==> src/rtl/buffer_pkg.sv <==
// Types and constants shared by the triple-buffer controller and its
// read/write requesters.
package buffer_pkg;

  localparam int unsigned BUFFER_ID_WIDTH = 2;
  localparam int unsigned NUM_BUFFERS     = 3;

  // Index the controller must never grant; only ids 0..NUM_BUFFERS-1 are real buffers.
  localparam logic [BUFFER_ID_WIDTH-1:0] BUFFER_ID_INVALID = 2'd3;

  typedef enum logic [2:0] {
    IDLE,
    REQUEST,
    RELEASE,
    RELEASE_ERR,
    ACTIVE,
    FINALIZE
  } rd_req_state_t;

endpackage

==> src/rtl/buffer_read_requester.sv <==
// Read-side initiator for the triple-buffer handshake: requests a buffer,
// owns it for one frame, then hands it back with a single finalize pulse.
//
// state       | meaning
// ------------+-------------------------------------------------------------
// IDLE        | no buffer owned, waiting for frame_rq
// REQUEST     | read_rq_rdy held high, counting cycles toward timeout
// RELEASE     | valid id latched, waiting for the grant strobe to drop
// RELEASE_ERR | controller granted the invalid id, waiting for strobe to drop
// ACTIVE      | buffer owned, frame_ready high until frame_done
// FINALIZE    | single cycle of finalize_rd, then back to IDLE
module buffer_read_requester
  import buffer_pkg::*;
#(
  parameter int unsigned           ADDR_WIDTH     = 21,
  parameter logic [ADDR_WIDTH-1:0] FRAME_STRIDE   = 21'h40000,
  parameter int unsigned           TIMEOUT_CYCLES = 65535
) (
  input  logic                       clk,
  input  logic                       reset_n,
  input  logic                       frame_rq,
  input  logic                       frame_done,
  output logic                       frame_ready,
  output logic [BUFFER_ID_WIDTH-1:0] frame_buffer_id,
  output logic [ADDR_WIDTH-1:0]      frame_base_addr,
  output logic                       read_rq_rdy,
  output logic                       finalize_rd,
  input  logic                       buffer_id_valid,
  input  logic [BUFFER_ID_WIDTH-1:0] buffer_id,
  output logic                       timeout,
  output logic                       proto_err
);

  // Counter only needs to reach TIMEOUT_CYCLES-1, where it parks.
  localparam int unsigned      CNT_W    = (TIMEOUT_CYCLES > 2) ? $clog2(TIMEOUT_CYCLES) : 1;
  localparam logic [CNT_W-1:0] CNT_LAST = CNT_W'(TIMEOUT_CYCLES - 1);

  rd_req_state_t               state_q;
  logic [CNT_W-1:0]            cnt_q;
  logic                        rq_q;
  logic                        fin_q;
  logic                        ready_q;
  logic                        to_q;
  logic                        perr_q;
  logic [BUFFER_ID_WIDTH-1:0]  id_q;
  logic [ADDR_WIDTH-1:0]       addr_q;
  logic [ADDR_WIDTH-1:0]       addr_d;

  // Base address of the offered id: a 2-bit id times a constant is just a select.
  always_comb begin
    addr_d = '0;
    case (buffer_id)
      2'd1:    addr_d = FRAME_STRIDE;
      2'd2:    addr_d = {FRAME_STRIDE[ADDR_WIDTH-2:0], 1'b0};
      default: addr_d = '0;
    endcase
  end

  // Handshake sequencing with all outputs registered alongside the state.
  always_ff @(posedge clk or negedge reset_n) begin
    if (!reset_n) begin
      state_q <= IDLE;
      cnt_q   <= '0;
      rq_q    <= 1'b0;
      fin_q   <= 1'b0;
      ready_q <= 1'b0;
      to_q    <= 1'b0;
      perr_q  <= 1'b0;
      id_q    <= '0;
      addr_q  <= '0;
    end else begin
      unique case (state_q)
        IDLE: begin
          if (frame_rq) begin
            state_q <= REQUEST;
            rq_q    <= 1'b1;
            cnt_q   <= '0;
          end
        end
        REQUEST: begin
          if (buffer_id_valid) begin
            rq_q <= 1'b0;
            if (buffer_id == BUFFER_ID_INVALID) begin
              perr_q  <= 1'b1;
              state_q <= RELEASE_ERR;
            end else begin
              id_q    <= buffer_id;
              addr_q  <= addr_d;
              state_q <= RELEASE;
            end
          end else if (cnt_q == CNT_LAST) begin
            // Keep requesting after a timeout; a late grant is still honoured.
            to_q <= 1'b1;
          end else begin
            cnt_q <= cnt_q + CNT_W'(1);
          end
        end
        RELEASE: begin
          if (!buffer_id_valid) begin
            state_q <= ACTIVE;
            ready_q <= 1'b1;
          end
        end
        RELEASE_ERR: begin
          if (!buffer_id_valid) begin
            state_q <= REQUEST;
            rq_q    <= 1'b1;
            cnt_q   <= '0;
          end
        end
        ACTIVE: begin
          // frame_rq is deliberately ignored here, even when it arrives with frame_done.
          if (frame_done) begin
            state_q <= FINALIZE;
            ready_q <= 1'b0;
            fin_q   <= 1'b1;
          end
        end
        FINALIZE: begin
          fin_q   <= 1'b0;
          state_q <= IDLE;
        end
        default: begin
          state_q <= IDLE;
          rq_q    <= 1'b0;
          fin_q   <= 1'b0;
          ready_q <= 1'b0;
        end
      endcase
    end
  end

  assign frame_ready     = ready_q;
  assign frame_buffer_id = id_q;
  assign frame_base_addr = addr_q;
  assign read_rq_rdy     = rq_q;
  assign finalize_rd     = fin_q;
  assign timeout         = to_q;
  assign proto_err       = perr_q;

endmodule

==> config.mk <==
export PLATFORM = sky130hd
export DESIGN_NAME = buffer_read_requester
export DESIGN_NICKNAME = d
export VERILOG_FILES = /design/src/rtl/buffer_pkg.sv /design/src/rtl/buffer_read_requester.sv
export SDC_FILE = /design/constraint.sdc
export NUM_CORES = 1
export LEC_CHECK = 0
export CORE_MARGIN = 2
export CORE_UTILIZATION = 46
export CTS_CLUSTER_DIAMETER = 100
export DETAILED_ROUTE_END_ITERATION = 6
export MAX_ROUTING_LAYER = met4
export PLACE_DENSITY = 0.88
export SLEW_MARGIN = 0
export SYNTH_ARGS = -nofsm -noshare
export SYNTH_HDL_FRONTEND = slang
export SYNTH_SLANG_ARGS = --single-unit
==> constraint.sdc <==
create_clock -name clk -period 1.7 [get_ports clk]
set_input_delay 0.34 -clock clk [delete_from_list [all_inputs] [get_ports clk]]
set_output_delay 0.34 -clock clk [all_outputs]
set_load 0.01 [all_outputs]
## Word-level counts from Yosys, hierarchy flattened

Index checks and enable logic that the tools add are counted.

- Memory bits (read-only): 0
- Bits in latches: 0
- Bits of input ports: 7
- Memories: 0
- Register bits after elaboration: 47
- Output and inout port bits: 28
- Memory bits (writable): 0

- Add/subtract/negate cells: 1
- Div/mod/pow operators: 0
- Bitwise logic cells: 5
- Multipliers: 0
- Order comparisons: 0
- Reduce and logical (&&, ||, !) cells: 13
- Shift operators: 0
- Equality and inequality tests: 16
- Muxes and demuxes: 21

Operators with widths:

| kind | count |
|---|---|
| two-way mux 16 bit | 4 |
| one-hot mux 16 bit (3 select lines) | 1 |
| one-hot mux 20 bit (2 select lines) | 1 |
| adder 16 x 1 -> 16 bit, second input constant | 1 |
| equality test 16 bit, second input constant | 1 |
| two-way mux 3 bit | 5 |
| one-hot mux 3 bit (5 select lines) | 1 |
| inequality test 2 bit, second input constant | 7 |
| AND reduction 3 bit | 4 |
| AND reduction 5 bit | 2 |
| OR reduction 4 bit | 2 |
| equality test 3 x 2 -> 1 bit, second input constant | 2 |
| equality test 3 bit, second input constant | 2 |
| two-way mux 1 bit | 6 |
| inverter 1 bit | 5 |
| equality test 2 bit, second input constant | 2 |
| one-hot mux 1 bit (4 select lines) | 1 |
| AND reduction 4 bit | 1 |
| equality test 3 x 1 -> 1 bit, second input constant | 1 |
| logical NOT 3 bit | 1 |
| one-hot mux 1 bit (3 select lines) | 1 |
| nonzero test 3 bit | 1 |
| OR reduction 3 bit | 1 |
| equality test 2 x 1 -> 1 bit, second input constant | 1 |
| 2 further kinds | 2 |

## Logic depth before layout (Yosys ltp)

Gate-level depths: netlist of run 1.

- Word-level depth: 4
- Depth in mapped cells: 8
- Gate-level depth less buffers: 7

## Worst setup path after synthesis of run 1

OpenSTA, ideal clock, no wires.

- Path type: register -> register
- Start: reg state_q[1]
- End: reg cnt_q[4]
- Arrival time: 1.529 ns
- Setup slack: 0.045 ns
- Period minus slack after synthesis: 1.655 ns
- Path buffers: 2
- Data required time: 1.574 ns
- Stages on the path, launching flop included: 8
- Cells stage by stage: dfrtp_1 buf_6 or3b_1 a21oi_2 a21bo_1 buf_6 o21ai_2 o31ai_1

- Longest elaborated chain between the ends: 3
- Elaborated cells between the ends (all ways): 10
- Those cells by class: eq/ne (6); mux (1); reduce/logical (3)

RTL lines:

| what | RTL line | source |
|---|---|---|
| start: declaration | buffer_read_requester.sv:38 | `rd_req_state_t state_q;` |
| start signal: assignment | buffer_read_requester.sv:62 | `state_q <= IDLE;` |
| start signal: assignment | buffer_read_requester.sv:75 | `state_q <= REQUEST;` |
| start signal: assignment | buffer_read_requester.sv:85 | `state_q <= RELEASE_ERR;` |
| equality test 3 x 1 -> 1 bit (tied with other cells) | buffer_read_requester.sv:72 | `unique case (state_q)` |
| inequality test 2 bit (no line) / nonzero test 3 bit (equally long branches) | - |  |
| AND reduction 5 bit (no line) | - |  |
| end signal: assignment | buffer_read_requester.sv:95 | `cnt_q <= cnt_q + CNT_W'(1);` |
| end: declaration | buffer_read_requester.sv:39 | `logic [CNT_W-1:0] cnt_q;` |

Parallel ways exist; a longest one is shown, timed or not.
A chain may end at the register's enable or synchronous reset.

## Worst setup path after layout of run 1

- Start: reg state_q[1]
- End: reg cnt_q[3]

Same word-level chain as after synthesis.

==> impl_metrics.yaml, run 1 <==
global_routing:
  grt_antenna_before_repair: 0
  gr-usage-all-layers_pct: 19.4
  grt_pass1_wl_um: 6220
  grt_pass1_vias: 1386
  grt_max_degree: 29
  grt_overflow: 0
hold_path:
  hp-class: "in -> async"
worst_setup_path:
  required_ns: 1.85
  rr_worst_depth: 6
  reg2reg_from: "state_q[1]"
  r2r_end: "cnt_q[3]"
  rrSetupSlack_ns: 0.02
  cp_slowest_stage_delay_ns: 0.46
  path_cells: "or3b_1 -> nor2_8 -> a21boi_2 -> buf_4 -> a41oi_2 -> a31oi_1"
  cp_max_fo: 5
  crit_slowest_cell: "or3b_1"
  end_kind: "register"
  worstPathArrival_ns: 1.83
  startpoint_type: "register"
  path_class: "reg -> reg"
synth:
  yosysSeqAreaShare_pct: 41.4
  ys_types: 45
  ys_seq_elements: 28
  yosysWarningCount: 0
  ys.flop_type: "dfrtp_1"
  syn_area_um2: 1690
  synthArstFlopShare_pct: 100
  netlist_instances: 186
  synth_area_per_cell_um2: 9.09
  synth_edf_count: 0
clocking:
  cts-root-buf: "clkbuf_8"
  cts_tree: "yes"
  cts_buffers: 3
  clockBufferDepth: 2
  cts_max_level: 1
  cts_sinks: 28
  cts_hold_buf: 0
  clk_pin_slew_ns: 0.09
  clk_latency_ns: 0.27
timing:
  tns_ns: 0
  setup_slack_ns: 0.0192
  finClkSkew_ns: 0.00236
  hold_viol: 0
  setup_viol: 0
  timing.final.crit_share_pct: 98.9
  period_needed_ns: 1.68
  fmax_ghz: 0.595
  slew_violations: 0
  rsz0062_at_grt: "yes"
finish:
  design_area_um2: 2180
  fill_cells: 301
  synthToLayoutAreaGrowth_pct: 28.8
  drive_gt1_share_pct: 26.1
  fin_util_pct: 60.4
  multi_input_area_um2: 967
  n_antenna_cell: 0
  nets: 236
  area.sequential_um2: 701
placed_design:
  hpwl_um: 2640
  port_buffers: 15
  gp_congestion: 0.936
  placed_cell_area_um2: 1970
  post-place-ws_ns: -0.401
route:
  wl_um: 3810
  ant_nets: 0
  wl_per_cell_um: 13.9
  num_vias: 1446
  initialDrtViolationCount: 117
  avgViaCountPerCell: 5.28
  drc_errors: 0
  drt-pass1-iter-count: 4
outcome:
  outcome: "complete, no violations"
floorplanning:
  start_util_pct: 46.9
  fp.dieW_um: 64.6
  ios: 35
  chipHeight_um: 64.6
  std_cell_rows: 22
  core_area_um2: 3610
  dieArea_um2: 4180
power:
  ir_drop_uv: 917
  leakagePower_nw: 0.981
  power_density_nw_per_um2: 1290
  p_total_mw: 2.82
run:
  cap_viol_max_count: 0
## final cells by class
class | count | share of cell area, %
clock buffer | 4 | 2.53
inverter | 9 | 1.55
multi-input combinational | 143 | 44.4
sequential | 28 | 32.1
tap | 48 | 2.76
timing repair buffer | 42 | 16.6
## cell families after synthesis
group,share of synthesized area [%]
simple gates,21.4
compound gates,22.3
buf+inv,13.2
flops,41.4
fa+ha+maj,1.48
other cells,0.222
## cell usage in the layout (no fill, tap or decap), drive strengths merged, types with 3 or more instances in the layout
cell type      count
nand2             17
o31ai              3
nand4              5
a21oi             12
inv                9
nor2              21
nand3              8
nor3               6
o21ai             15
dfrtp             28
conb              19
clkdlybuf4s50     14
buf               27
clkbuf             4
a31oi              9
## per-layer routing
layer / GRT usage [%] / wire length, um / vias to the layer above
met2: 31.5 / 1980 / 40
met1: 24.7 / 1630 / 699
met4: 5.59 / 34 / 0
li1: - / - / 702
met3: 3.99 / 167 / 5
met5: - / 0 / -
## cells in the mapped netlist (2+ instances only)
cell type	n	area share, %
inv_1	9	2.0
a21oi_1	11	3.3
and2_1	2	0.74
nor3_2	2	1.2
ha_1	2	1.5
buf_6	3	2.0
a41oi_1	2	1.0
nand2_1	17	3.8
buf_4	19	8.4
o21ai_1	3	0.89
or3b_1	2	1.0
o22ai_1	2	0.74
nor2_1	20	4.4
o21ai_2	3	1.6
o211ai_1	2	0.89
nand3_1	8	2.4
a31oi_1	9	3.3
dfrtp_1	28	41
o21ai_0	9	2.7
nand4_1	4	1.5
o31ai_1	2	0.89
nor3_1	4	1.2
## where the power goes
part | switching (mW) | internal (mW)
registers | 0.111 | 0.821
clock network | 0.202 | 0.207
logic | 0.800 | 0.680
## worst max path at each step
stage | from | end
after global routing | cnt_q[12] | cnt_q[3]
after detailed placement | frame_rq | cnt_q[4]
after CTS | frame_rq | cnt_q[13]
after floorplan | state_q[1] | cnt_q[4]
after global placement | frame_rq | cnt_q[11]
final | state_q[1] | cnt_q[3]
## registers in the layout, indices dropped and copies added, names as in the netlist
signal and cells:
frame_base_addr 2, cnt_q 16, read_rq_rdy 1, finalize_rd 1
proto_err 1, state_q 3, frame_ready 1, timeout 1
frame_buffer_id 2
## critical path: cells and delay by family, from the launching register on
| family | cells | cell delay [ns] |
|---|---|---|
| buffers and inverters | 1 | 0.17 |
| AO/OA/AOI/OAI | 3 | 0.33 |
| flip-flops | 1 | 0.41 |
| AND/OR/NAND/NOR | 2 | 0.64 |
## metrics by stage
| step | std cells | hold WS, ns |
|---|---|---|
| final | 274 | 0.436 |
| after detailed placement | 268 | 0.459 |
| after global routing | 274 | 0.459 |
| after floorplan | 204 | 0.0444 |
| after global placement | 268 | 0.465 |
| after CTS | 272 | 0.446 |
## what timing repair did
item,in CTS,in global routing
endpoints found under the hold margin,0,0
pin swaps,2,2
setup endpoints to repair,8,15
gates cloned,0,1
gates resized for setup,2,21
setup buffers,0,1
No activity file was read; power rests on OpenSTA's default activity.
==> run 2: changes to the inputs <==
- CORE_ASPECT_RATIO: default -> 1.5
==> impl_metrics.yaml, run 2 (same netlist as run 1, synthesis figures left out) <==
floorplanning:
  core_area_um2: 3580
  ios: 35
  chipHeight_um: 78.3
  start_util_pct: 47.2
  fp.dieW_um: 53.5
  dieArea_um2: 4190
  std_cell_rows: 27
global_routing:
  grt_overflow: 0
  grt_max_degree: 29
  gr-usage-all-layers_pct: 21.5
  grt_pass1_wl_um: 6500
  grt_pass1_vias: 1429
  grt_antenna_before_repair: 0
finish:
  drive_gt1_share_pct: 26.9
  largest_reg_flops: 16
  largest-register: "cnt_q"
  nets: 237
  synthToLayoutAreaGrowth_pct: 28.3
  n_antenna_cell: 0
  design_area_um2: 2170
  final_common_cell: "dfrtp_1"
  top_regs: "cnt_q (16), state_q (3)"
  final_cell_mix: "28 x dfrtp_1, 26 x buf_4, 20 x nor2_1"
worst_setup_path:
  cp_slowest_stage_delay_ns: 0.39
  rrSetupSlack_ns: -0.04
  path_delay_family: "simple AND/OR/NAND/NOR gates"
  required_ns: 1.88
  startpoint_type: "register"
  rr_worst_depth: 8
  path_class: "reg -> reg"
  reg2reg_from: "cnt_q[0]"
  path_cells: "inv_1 -> ha_1 -> nand4_1 -> nor4_4 -> a21boi_2 -> buf_4 -> a41oi_2 -> a31oi_1"
  r2r_end: "cnt_q[12]"
  worstPathArrival_ns: 1.92
  end_kind: "register"
  cp.buffers_inverters: 2
  cp_max_fo: 4
  crit_slowest_cell: "dfrtp_1"
placed_design:
  port_buffers: 15
  placed_cell_area_um2: 1970
  hpwl_um: 2810
  post-place-ws_ns: -0.404
  gp_congestion: 0.796
route:
  num_vias: 1519
  avgViaCountPerCell: 5.63
  initialDrtViolationCount: 40
  wl_um: 4220
  ant_nets: 0
  wl_per_cell_um: 15.6
  drt-pass1-iter-count: 4
  drc_errors: 0
run:
  cap_viol_max_count: 0
timing:
  slew_violations: 0
  timing.final.crit_share_pct: 102
  fmax_ghz: 0.574
  rsz0062_at_grt: "yes"
  setup_viol: 8
  period_needed_ns: 1.74
  finClkSkew_ns: 0.00632
  setup_slack_ns: -0.0407
  hold_viol: 0
clocking:
  clk_pin_slew_ns: 0.10
  cts_buffers: 3
  clk_latency_ns: 0.29
  cts_sinks: 28
  cts_hold_buf: 0
  cts_tree: "yes"
  clockBufferDepth: 2
  cts-root-buf: "clkbuf_8"
  cts_max_level: 1
power:
  ir_drop_uv: 1000
  power_density_nw_per_um2: 1370
  leakagePower_nw: 0.975
outcome:
  outcome: "finished, violations left"
  violations: "negative setup slack"
hold_path:
  hp-class: "in -> async"
==> run 2: cell types whose count changed in the layout (fill, tap and decap cells not counted), sizes merged <==
cell    change
clkbuf      -1
bufinv      +1
buf         +1
==> run 2: timing repair <==
action                                  in CTS  in global routing
endpoints found under the setup margin       9                 15
hold endpoints to repair                     0                  0
buffers inserted                             1                  1
cloned                                       0                  1
gates resized for setup                      4                 17
pin swaps                                    3                  9
==> run 2: cell type report <==
| class | count | area, um^2 |
|---|---|---|
| tap | 43 | 53.8 |
| clock inverter | 1 | 30.0 |
| multi-input combinational | 143 | 941 |
| sequential | 28 | 701 |
| fill | 309 | 1410 |
| inverter | 9 | 33.8 |
| timing repair buffer | 43 | 370 |
| clock buffer | 3 | 41.3 |
==> run 2: worst max path at each step <==
stage,slack [ns],end,from,cells after the start
2_1_floorplan,0.04,cnt_q[4],state_q[1],7
5_1_grt,-0.16,cnt_q[12],cnt_q[0],8
3_5_place_dp,-0.40,cnt_q[4],frame_rq,6
3_3_place_gp,-0.34,cnt_q[11],frame_rq,6
4_1_cts,0.01,cnt_q[4],frame_rq,6
6_report,-0.04,cnt_q[12],cnt_q[0],8
==> run 2: stage by stage <==
stage | hold slack (ns) | TNS, ns | std cells | util [%] | total power, mW
floorplan | 0.0444 | 0 | 204 | - | 1.79
global placement | 0.454 | -4.21 | 263 | 55.0 | 2.20
detailed placement | 0.459 | -5.02 | 263 | 55.0 | 2.25
CTS | 0.444 | 0 | 268 | 57.5 | 2.83
global route | 0.476 | -1.70 | 270 | 60.6 | 3.14
finish | 0.428 | -0.166 | 270 | 60.6 | 2.97
==> run 2: report_power, final <==
part	switching, mW	total (mW)	internal (mW)
Sequential	0.115	0.935	0.821
Combinational	0.810	1.49	0.679
Clock	0.225	0.542	0.316
Total	1.15	2.97	1.82
==> run 2: worst register-to-register path, delay by kind of cell (launching register included) <==
family	cells	cell delay [ns]
flip-flops	1	0.39
adder cells (fa/ha/maj)	1	0.14
AND/OR/NAND/NOR	2	0.51
AO/OA/AOI/OAI	3	0.37
buffers and inverters	2	0.23
==> run 2: per-layer routing <==
layer / wire [um] / global-route usage, %
met1: 1460 / 23.9
met2: 2440 / 37.5
met3: 180 / 2.66
met4: 129 / 8.46
met5: 0 / -
==> run 3: changes to the inputs <==
- PLACE_DENSITY: 0.88 -> 0.79
==> impl_metrics.yaml, run 3 (same netlist as run 1, synthesis figures left out) <==
placed_design:
  port_buffers: 15
  placedCellCount: 264
  hpwl_um: 2730
  gp_congestion: 0.816
clocking:
  cts_max_level: 1
  cts_buffers: 3
  cts-root-buf: "clkbuf_8"
  clk_latency_ns: 0.28
  cts_tree: "yes"
  cts_hold_buf: 0
  cts_sinks: 28
  clk_pin_slew_ns: 0.10
  clockBufferDepth: 2
timing:
  setup_viol: 0
  fmax_ghz: 0.596
  rsz0062_at_grt: "yes"
  period_needed_ns: 1.68
  hold_ws_ns: 0.421
  hold_viol: 0
  finClkSkew_ns: 0.00543
  timing.final.crit_share_pct: 98.6
  tns_ns: 0
  slew_violations: 0
finish:
  final_cell_mix: "28 x dfrtp_1, 25 x buf_4, 20 x nor2_1"
  instances_no_fill: 269
  final_common_cell: "dfrtp_1"
  n_antenna_cell: 0
  nets: 236
  top_regs: "cnt_q (16), state_q (3)"
  largest_reg_flops: 16
  synthToLayoutAreaGrowth_pct: 27.1
  largest-register: "cnt_q"
  drive_gt1_share_pct: 25.7
  fin_util_pct: 60.1
global_routing:
  busiest_layer: "met2"
  grt_overflow: 0
  use_met2_pct: 34.8
  grt_pass1_wl_um: 6160
  grt_pass1_vias: 1388
  gr-usage-all-layers_pct: 20.1
  met1_usage_pct: 22.6
  grtUsageMet3_pct: 2.66
  grt_antenna_before_repair: 0
  grt_max_degree: 29
floorplanning:
  start_util_pct: 47.2
  chipHeight_um: 78.3
  ios: 35
  fp.dieW_um: 53.5
  core_area_um2: 3580
  std_cell_rows: 27
  dieArea_um2: 4190
route:
  avgViaCountPerCell: 5.41
  num_vias: 1456
  drt-pass1-iter-count: 4
  wl_um: 3840
  ant_nets: 0
  initialDrtViolationCount: 49
  drc_errors: 0
  wl_per_cell_um: 14.3
power:
  power_density_nw_per_um2: 1300
  p_total_mw: 2.80
  leakagePower_nw: 0.977
  ir_drop_uv: 991
worst_setup_path:
  required_ns: 1.91
  cp_max_fo: 6
  startpoint_type: "register"
  end_kind: "register"
  critPathLaunch: "cnt_q[12]"
  worstPathArrival_ns: 1.89
  reg2reg_from: "cnt_q[12]"
  path_class: "reg -> reg"
run:
  cap_viol_max_count: 0
outcome:
  outcome: "complete, no violations"
hold_path:
  hp-class: "in -> async"
run 3: cell types whose count changed in the layout (fill, tap and decap cells not counted), sizes merged:
cell,delta
a21bo,-1
bufinv,-1
clkbuf,+1
run 3: cell type report:
| class | count | area [um^2] |
|---|---|---|
| fill | 342 | 1430 |
| clock buffer | 4 | 55.1 |
| tap | 43 | 53.8 |
| timing repair buffer | 43 | 374 |
| sequential | 28 | 701 |
| inverter | 9 | 33.8 |
| multi-input combinational | 142 | 933 |
run 3: metrics by stage:
step,setup slack (ns),instance area (um^2)
2_1_floorplan,0.0448,1760
3_3_place_gp,-0.343,1980
3_5_place_dp,-0.383,1980
4_1_cts,-0.0370,2060
5_1_grt,-0.0637,2150
6_report,0.0231,2150
run 3: worst max-delay path, cell delays in order (launching register included):
cell and delay, ns:
dfrtp_1 0.42, nand4_1 0.21, nor4_4 0.41, buf_4 0.21, a21boi_4 0.06, buf_6 0.14
a31oi_1 0.15
run 3: worst paths after layout:
| path | endpoint | slack (ns) | cells after the start |
|---|---|---|---|
| max | cnt_q[12] | 0.02 | 6 |
| min | cnt_q[2] | 0.42 | 2 |
| max reg2reg | cnt_q[12] | 0.02 | 6 |
| min reg2reg | timeout | 0.49 | 1 |
| max in group asynchronous | frame_ready | 0.99 | 2 |
| min in group clk | timeout | 0.49 | 1 |
run 3: routing by layer:
layer,wire length [um],part of all wire (%)
met1,1500,39
met2,2110,55
met3,137,3.6
met4,87,2.3
met5,0,0
run 3: power breakdown:
group	switching, mW	internal (mW)
combinational	0.789	0.654
clock	0.221	0.208
sequential	0.111	0.821
total	1.12	1.68
run 3: timing repair:
action	4_1_cts	5_1_grt
resized for setup	8	12
endpoints found under the setup margin	10	17
pin swaps	5	5
setup buffers	0	1
